**src/rtl/isr_queue.sv**
```systemverilog
// Instruction-staging FIFO between the memory bus and the decoder.
// Show-ahead head word, synchronous flush and a sticky overflow flag.
module isr_queue #(
  parameter  int WIDTH = 16,
  parameter  int DEPTH = 4,
  localparam int CW    = $clog2(DEPTH) + 1
) (
  input  logic             CLK,
  input  logic             CLR,
  input  logic             MIS,
  input  logic [WIDTH-1:0] M_BUS,
  input  logic             ISR_RD,
  input  logic             FLUSH,
  output logic [WIDTH-1:0] ISR,
  output logic             ISR_VALID,
  output logic             FULL,
  output logic [CW-1:0]    COUNT,
  output logic             OVF
);

  localparam int AW = $clog2(DEPTH);

  // Handshake: a word transfers in on a CLK edge when MIS is high and the queue
  // can accept it (not FULL, or a pop frees a slot on the same edge); the head
  // word transfers out when ISR_RD is high and ISR_VALID is high. ISR_RD on an
  // empty queue and MIS into a full queue without a pop are both ignored.
  logic [WIDTH-1:0] mem_q [DEPTH];
  logic [AW-1:0]    wr_ptr_q, wr_ptr_d;
  logic [AW-1:0]    rd_ptr_q, rd_ptr_d;
  logic [CW-1:0]    count_q,  count_d;
  logic             ovf_q,    ovf_d;

  logic empty;
  logic full;
  logic push;
  logic pop;
  logic wr_en;

  always_comb begin
    empty    = (count_q == '0);
    full     = (count_q == CW'(DEPTH));
    pop      = ISR_RD & ~empty;
    push     = MIS & (~full | pop);
    wr_en    = 1'b0;
    wr_ptr_d = wr_ptr_q;
    rd_ptr_d = rd_ptr_q;
    count_d  = count_q;
    ovf_d    = ovf_q;

    if (FLUSH) begin
      wr_ptr_d = '0;
      rd_ptr_d = '0;
      count_d  = '0;
      ovf_d    = 1'b0;
    end else begin
      wr_en = push;
      if (push) wr_ptr_d = wr_ptr_q + AW'(1);
      if (pop)  rd_ptr_d = rd_ptr_q + AW'(1);
      if (push && !pop)      count_d = count_q + CW'(1);
      else if (pop && !push) count_d = count_q - CW'(1);
      if (MIS && !push) ovf_d = 1'b1;
    end
  end

  always_ff @(posedge CLK or negedge CLR) begin
    if (!CLR) begin
      wr_ptr_q <= '0;
      rd_ptr_q <= '0;
      count_q  <= '0;
      ovf_q    <= 1'b0;
    end else begin
      wr_ptr_q <= wr_ptr_d;
      rd_ptr_q <= rd_ptr_d;
      count_q  <= count_d;
      ovf_q    <= ovf_d;
    end
  end

  // Storage is not reset; stale contents are masked by ISR_VALID.
  always_ff @(posedge CLK) begin
    if (wr_en) mem_q[wr_ptr_q] <= M_BUS;
  end

  assign ISR_VALID = ~empty;
  assign ISR       = empty ? '0 : mem_q[rd_ptr_q];
  assign FULL      = full;
  assign COUNT     = count_q;
  assign OVF       = ovf_q;

endmodule

```
**config.mk**
```make
export PLATFORM = sky130hd
export DESIGN_NAME = isr_queue
export DESIGN_NICKNAME = d
export VERILOG_FILES = /design/src/rtl/isr_queue.sv
export SDC_FILE = /design/constraint.sdc
export NUM_CORES = 1
export LEC_CHECK = 0
export ABC_AREA = 1
export BUFFER_PORTS_ARGS = -buffer_cell sky130_fd_sc_hd__buf_2
export CAP_MARGIN = 15
export CORE_MARGIN = 2
export CORE_UTILIZATION = 50
export CTS_CLUSTER_SIZE = 14
export DETAILED_ROUTE_END_ITERATION = 8
export GPL_ROUTABILITY_DRIVEN = 0
export PLACE_DENSITY = 0.71
export SLEW_MARGIN = 20
export SYNTH_ARGS = -nofsm -noshare
export SYNTH_HDL_FRONTEND = slang
export SYNTH_SLANG_ARGS = --single-unit
```
**constraint.sdc**
```tcl
create_clock -name CLK -period 3.8 [get_ports CLK]
set_input_delay 0.38 -clock CLK [delete_from_list [all_inputs] [get_ports CLK]]
set_output_delay 0.38 -clock CLK [all_outputs]
set_load 0.1 [all_outputs]
```
# After elaboration in Yosys (flattened, before gate mapping)
# Memories as Yosys holds them, arrays and structs flattened.
# Cells that the tools add are included.
# totals
regBits,8
latch_bits,0
mem_bits_rw,64
rom_bits,0
output_inout_bits,22
memories,1
# memory_table
memory,depth,word_bits,read_ports,rd_ports_with_merged_regs,write_ports,line,text
mem_q,4,16,1,0,1,27,logic [WIDTH-1:0] mem_q [DEPTH];
# op_classes
addsub,4
mul,0
div_mod_pow,0
n_lt_le_gt_ge,0
n_eq_ne,1
shift,0
muxes,13
bitwise_logic,5
reduce_logical,10
# op_table
cell,n
two-way mux 16 bit,1
two-way mux 3 bit,3
two-way mux 2 bit,4
nonzero test 2 bit,3
two-way mux 1 bit,5
adder 2 x 1 -> 2 bit (second input constant),2
adder 3 x 1 -> 3 bit (second input constant),1
== test 3 bit (second input constant),1
logical AND 1 bit,3
logical NOT 3 bit,1
nonzero test 3 bit,1
subtractor 3 x 1 -> 3 bit (second input constant),1
bitwise AND 1 bit,2
logical NOT 1 bit,2
inverter 1 bit,2
bitwise OR 1 bit,1

# Depth between registers and ports, before layout
# Gate-level depths: netlist of run 1.
# depth
depth_word,10
depth_mapped,14

# Worst setup path before layout of run 1
# OpenSTA, ideal clock, no wires.
# synth_timing
path_kind,register -> output
from,reg count_q[2] (netlist: COUNT[2])
to,out ISR[0]
arrival_time_ns,3.186
required_ns,3.420
setup_slack_ns,0.234
path_stages_with_launch,6
n_path_buf,1
path_cell_list,dfrtp_1 > inv_2 > nand2_4 > inv_2 > buf_2 > a21oi_1
# synth_via
elab_chain_cells,2
# synth_lines
item,line,text
start: declaration,30,"logic [CW-1:0] count_q, count_d;"
start signal: assignment,74,count_q <= count_d;
logical NOT 3 bit,40,empty = (count_q == '0);
two-way mux 16 bit,85,assign ISR = empty ? '0 : mem_q[rd_ptr_q];
end: declaration,14,"output logic [WIDTH-1:0] ISR,"
# No other way between the ends.

# Worst setup path after layout of run 1
# layout_timing
from,reg rd_ptr_q[1]
to,out ISR[9]
# layout_via
elab_chain_cells,2
# layout_lines
item,line,text
start: declaration,29,"logic [AW-1:0] rd_ptr_q, rd_ptr_d;"
start signal: assignment,73,rd_ptr_q <= rd_ptr_d;
memory read (4 x 16 bit),n/a,
two-way mux 16 bit,85,
# No other way between the ends.

==> results of run 1 <==
-- layout make-up --
cell class	instances	area share, %
Timing Repair Buffer	48	7.39
Inverter	21	2.26
Sequential cell	72	60.8
Clock inverter	2	0.287
Clock buffer	14	4.09
Tap cell	75	2.69
Multi-Input combinational cell	160	22.5
-- layout by cell type, fill, tap and decap left out, drive strengths merged --
| master | netlist | routed |
|---|---|---|
| buf | 8 | 47 |
| nor2 | 72 | 72 |
| clkinv | 0 | 2 |
| nand3 | 5 | 5 |
| edfxtp | 64 | 64 |
| inv | 21 | 21 |
| dlygate4sd3 | 0 | 1 |
| nand2 | 21 | 21 |
| clkbuf | 3 | 14 |
| xor2 | 1 | 1 |
| o21ai | 34 | 34 |
| ha | 4 | 4 |
| nand4 | 1 | 1 |
| nand3b | 1 | 1 |
| nor3 | 1 | 1 |
| fa | 1 | 1 |
| dfrtp | 8 | 8 |
| a21oi | 19 | 19 |
-- layer usage --
layer,vias up,routed length (um)
li1,992,-
met1,942,2640
met2,39,2800
met3,9,165
met4,0,100
met5,-,0
-- worst max path at each step --
stage	startpoint	endpoint	slack, ns	cells past startpoint
after floorplan	COUNT[2]$_DFFE_PN0P_	ISR[0]	0.23	5
after global placement	ISR_RD	mem_q[3][14]$_DFFE_PP_	1.54	8
after detailed placement	ISR_RD	mem_q[3][2]$_DFFE_PP_	1.49	8
after CTS	rd_ptr_q[1]$_DFFE_PN0P_	ISR[9]	1.13	5
after global routing	rd_ptr_q[1]$_DFFE_PN0P_	ISR[1]	0.99	5
final	rd_ptr_q[1]$_DFFE_PN0P_	ISR[9]	1.15	5
-- cell families after synthesis --
family / Yosys count / share of synthesized area, %
xor gates and xnor gates: 1 / 0.288
AOI/OAI and AO/OA: 53 / 8.83
adders and majority gates: 5 / 2.30
buffers and inverters: 32 / 4.60
and+or+nand+nor: 101 / 14.3
DFF: 72 / 69.7
-- per-stage QoR --
step                instance area (um^2)  util [%]  instances  worst slack [ns]
finish                              3490      58.9        392              1.15
global route                        3490      58.9        392             0.986
CTS                                 3490      58.9        392              1.13
detailed placement                  3330      56.2        375              1.49
global placement                    3330      56.2        375              1.54
floorplan                           3050         -        264             0.234
-- synth_stat cells (all sizes together) --
library cell | count | area share, %
nand2 | 21 | 3.1
nor3 | 1 | 0.16
o21ai | 34 | 5.6
xor2 | 1 | 0.29
nor2 | 72 | 9.3
buf | 8 | 1.6
edfxtp | 64 | 63
dfrtp | 8 | 6.6
nand3 | 5 | 1.2
ha | 4 | 1.6
a21oi | 19 | 3.2
clkbuf | 3 | 0.45
nand3b | 1 | 0.37
nand4 | 1 | 0.21
fa | 1 | 0.66
inv | 21 | 2.6
-- worst max-delay path, stage by stage (launching register included) --
cell	delay [ns]
dfrtp_1	0.73
inv_2	0.31
nor2_1	0.18
o21ai_1	0.09
a21oi_1	0.16
buf_2	0.45
-- state kept, by name, summed over array words and instances (netlist names) --
signal    flops
COUNT         3
wr_ptr_q      2
rd_ptr_q      2
OVF           1
mem_q        64
-- repair_timing --
action | in CTS | in global routing
hold endpoints to repair | 8 | 0
hold buffers | 1 | 0
setup endpoints to repair | 0 | 0
==> reports/qor.yml, run 1 <==
run_status:
  status: "finished clean"
grt:
  grt_max_degree: 34
  antenna_found_initial: 0
  grt_pass1_vias: 1872
  grt_use_met1_pct: 24.1
  busiest_layer: "met2"
  grt_overflow_total: 0
  grt_usage_pct: 18.6
  grt_first_pass_wirelength_um: 8850
  use_met3_pct: 3.63
  met2_usage_pct: 29.4
clock_tree:
  clock_latency_ns: 0.34
  cts_setup_buffers: 0
  cts_tree: "yes"
  clockRootBuffer: "clkbuf_8"
  cts.htree.levels: 3
  clock-sinks: 72
  clk_pin_slew_ns: 0.07
  post_cts_resized: 0
  cts_buffers: 9
  cts_buffer_depth: 2
timing:
  finClkSkew_ns: 0.0105
  rsz0062_at_grt: "false"
  maxSlewHeadroom_pct: 39.3
  worst_pin_slew_ns: 0.908
  finalSetupTns_ns: 0
  hold_viol: 0
  fmax_mhz: 377
  setup_viol: 0
  holdWs_ns: 0.251
  post-route-period-util_pct: 69.8
  report.final.slew_viol_count: 0
  period_minus_slack_ns: 2.65
hold_path:
  worst_hold_path.num_cells: 1
  min_to: "mem_q[0][6]$_DFFE_PP_"
  worstHoldPathType: "input port to flop"
  worstHoldStart: "M_BUS[6]"
final_layout:
  n_antenna_cell: 0
  regArea_um2: 2120
  fillers: 478
  area_growth_pct: 14.5
  drive_gt1_share_pct: 22.7
  finalNetCount: 338
  multiInputGateArea_um2: 785
floorplan:
  die_h_um: 82.1
  io-pin-count: 43
  dieArea_um2: 6730
  core.rowCount: 28
  die_x_um: 82.1
  core_area_um2: 5920
  start_util_pct: 51.5
synth:
  synth_seq_cells: 72
  synth_nets: 290
  syn_area_um2: 3050
  yosysSeqAreaShare_pct: 69.7
  synth_cells: 264
  synth.distinct_cells: 25
  yosys_warnings: 0
  syn_area_per_cell_um2: 11.5
drt:
  route.detailed.drc: 0
  drt_pre_antenna_iters: 4
  routed_wl_um: 5700
  drt_iter0_markers: 146
  vias_per_cell: 5.06
  wl_per_cell_um: 14.5
  dr_total_vias: 1982
  ant_nets: 0
worst_setup_path:
  reg2reg_depth: 7
  r2r_start: "COUNT[1]$_DFFE_PN0P_"
  worstPathRequired_ns: 3.42
  end_kind: "output port"
  reg2reg_to: "mem_q[3][12]$_DFFE_PP_"
  ff2ff_setup_slack_ns: 1.65
  crit_type: "flop to output port"
  worstSetupStartpointType: "flop"
  cp_max_fo: 17
  cp.arrival_ns: 2.27
placement:
  dp_hpwl_um: 3600
  numPortBuffers: 42
run:
  drv_cap: 0
Power of run 1 is not shown: default switching activity piles up to over one toggle a cycle in this logic, so the estimate is an artifact.
==> run 2, diff against run 1 <==
Clock period 3.8 ns to 2.51 ns, I/O delays scaled along.
==> run 2 against run 1 <==
Against the previous run:
- utilization is 4.1 points higher
- critical path depth shrank 1
- register-to-register slack worse by 0.96 ns
- first-iteration DRC count increased by 22%
- critical endpoint unchanged
==> reports/qor.yml, run 2 (same netlist as run 1, synthesis figures left out) <==
worst_setup_path:
  end_kind: "output port"
  ff2ff_setup_slack_ns: 0.69
  worstPathRequired_ns: 2.26
  worstSetupStartpointType: "flop"
  r2r_start: "COUNT[1]$_DFFE_PN0P_"
  crit_buf_inv: 2
  slowest_stage: "buf_2"
  reg2reg_depth: 13
  crit_type: "flop to output port"
  crit_family: "buffers and inverters"
  reg2reg_to: "COUNT[2]$_DFFE_PN0P_"
  worstPathCellList: "inv_2 > o21ai_0 > a21oi_4 > buf_2"
  cp_max_fo: 33
  critical-path-max-stage-delay_ns: 0.44
  cp.arrival_ns: 2.05
grt:
  grt_max_degree: 34
  grt_first_pass_wirelength_um: 9250
  antenna_found_initial: 0
  grt_pass1_vias: 2021
  grt_usage_pct: 19.2
  grt_overflow_total: 0
clock_tree:
  clk_pin_slew_ns: 0.08
  cts_buffer_depth: 2
  cts_tree: "yes"
  clock-sinks: 72
  post_cts_resized: 0
  clockRootBuffer: "clkbuf_8"
  cts.htree.levels: 3
  clock_latency_ns: 0.33
  cts_buffers: 9
floorplan:
  dieArea_um2: 6730
  die_h_um: 82.1
  core_area_um2: 5920
  core.rowCount: 28
  die_x_um: 82.1
  start_util_pct: 51.5
  io-pin-count: 43
final_layout:
  finalNetCount: 342
  largest_reg_flops: 64
  fin_util_pct: 63.0
  fillers: 464
  multiInputGateArea_um2: 920
  n_antenna_cell: 0
  regArea_um2: 2130
  layout_commonest_cell: "nor2_1"
  final_cell_mix: "nor2_1 (69), edfxtp_1 (64), buf_2 (42)"
  regMostFlops: "mem_q"
  area_growth_pct: 22.4
  drive_gt1_share_pct: 30.2
run:
  drv_cap: 0
hold_path:
  min_to: "mem_q[2][7]$_DFFE_PP_"
  worst_hold_path.num_cells: 1
  worstHoldStart: "M_BUS[7]"
  worstHoldPathType: "input port to flop"
drt:
  drt_pre_antenna_iters: 4
  vias_per_cell: 5.06
  ant_nets: 0
  wl_per_cell_um: 14.7
  drt_iter0_markers: 178
  routed_wl_um: 5840
  route.detailed.drc: 0
  dr_total_vias: 2004
timing:
  finalSetupTns_ns: 0
  setup_viol: 0
  worst_pin_slew_ns: 0.492
  report.final.slew_viol_count: 0
  maxSlewHeadroom_pct: 67.1
  post-route-period-util_pct: 91.5
  period_minus_slack_ns: 2.30
  fmax_mhz: 435
  rsz0062_at_grt: "false"
  finClkSkew_ns: 0.00840
  hold_viol: 0
run_status:
  status: "finished clean"
placement:
  dp_hpwl_um: 3820
  numPortBuffers: 42
## run 2: cell types whose count changed in the layout (fill, tap and decap cells not counted), sizes merged
cell      delta
buf          +4
bufinv       +2
clkbuf       -4
clkinv       +1
clkinvlp     +1
## run 2: per-layer routing
layer | up-vias | GRT usage [%] | share of wire [%]
li1 | 1003 | - | -
met1 | 946 | 24.1 | 44
met2 | 48 | 31.2 | 50
met3 | 7 | 4.51 | 5.0
met4 | 0 | 9.33 | 0.99
met5 | - | 0 | 0
## run 2: layout make-up
| type | instances | area share (%) |
|---|---|---|
| sequential | 72 | 57.0 |
| inverter | 21 | 2.11 |
| timing repair buffer | 52 | 8.05 |
| multi-input combinational | 160 | 24.7 |
| clock inverter | 6 | 2.25 |
| tap | 75 | 2.52 |
| clock buffer | 10 | 3.42 |
## run 2: how the worst max path moves through the flow
| stage | from | slack (ns) | cells past startpoint | end |
|---|---|---|---|---|
| after floorplan | COUNT[2]$_DFFE_PN0P_ | 0.12 | 5 | ISR[0] |
| after global placement | rd_ptr_q[0]$_DFFE_PN0P_ | 0.62 | 4 | ISR[10] |
| after detailed placement | rd_ptr_q[0]$_DFFE_PN0P_ | 0.54 | 4 | ISR[9] |
| after CTS | rd_ptr_q[0]$_DFFE_PN0P_ | 0.17 | 4 | ISR[9] |
| after global routing | rd_ptr_q[0]$_DFFE_PN0P_ | 0.10 | 4 | ISR[9] |
| final | rd_ptr_q[0]$_DFFE_PN0P_ | 0.21 | 4 | ISR[9] |
## run 2: timing repair
item,CTS,global route
hold buffers,1,0
endpoints found under the setup margin,0,0
buffers inserted,0,0
endpoints found under the hold margin,8,0
## run 2: metrics by stage
step | std cells | cell area, um^2 | hold WS [ns] | setup slack [ns]
after CTS | 396 | 3730 | 0.121 | 0.174
after global placement | 379 | 3510 | 0.107 | 0.622
after floorplan | 264 | 3190 | -0.0446 | 0.124
final | 396 | 3730 | 0.133 | 0.213
after detailed placement | 379 | 3510 | 0.109 | 0.544
after global routing | 396 | 3730 | 0.116 | 0.101
Power of run 2 is left out for the same reason.
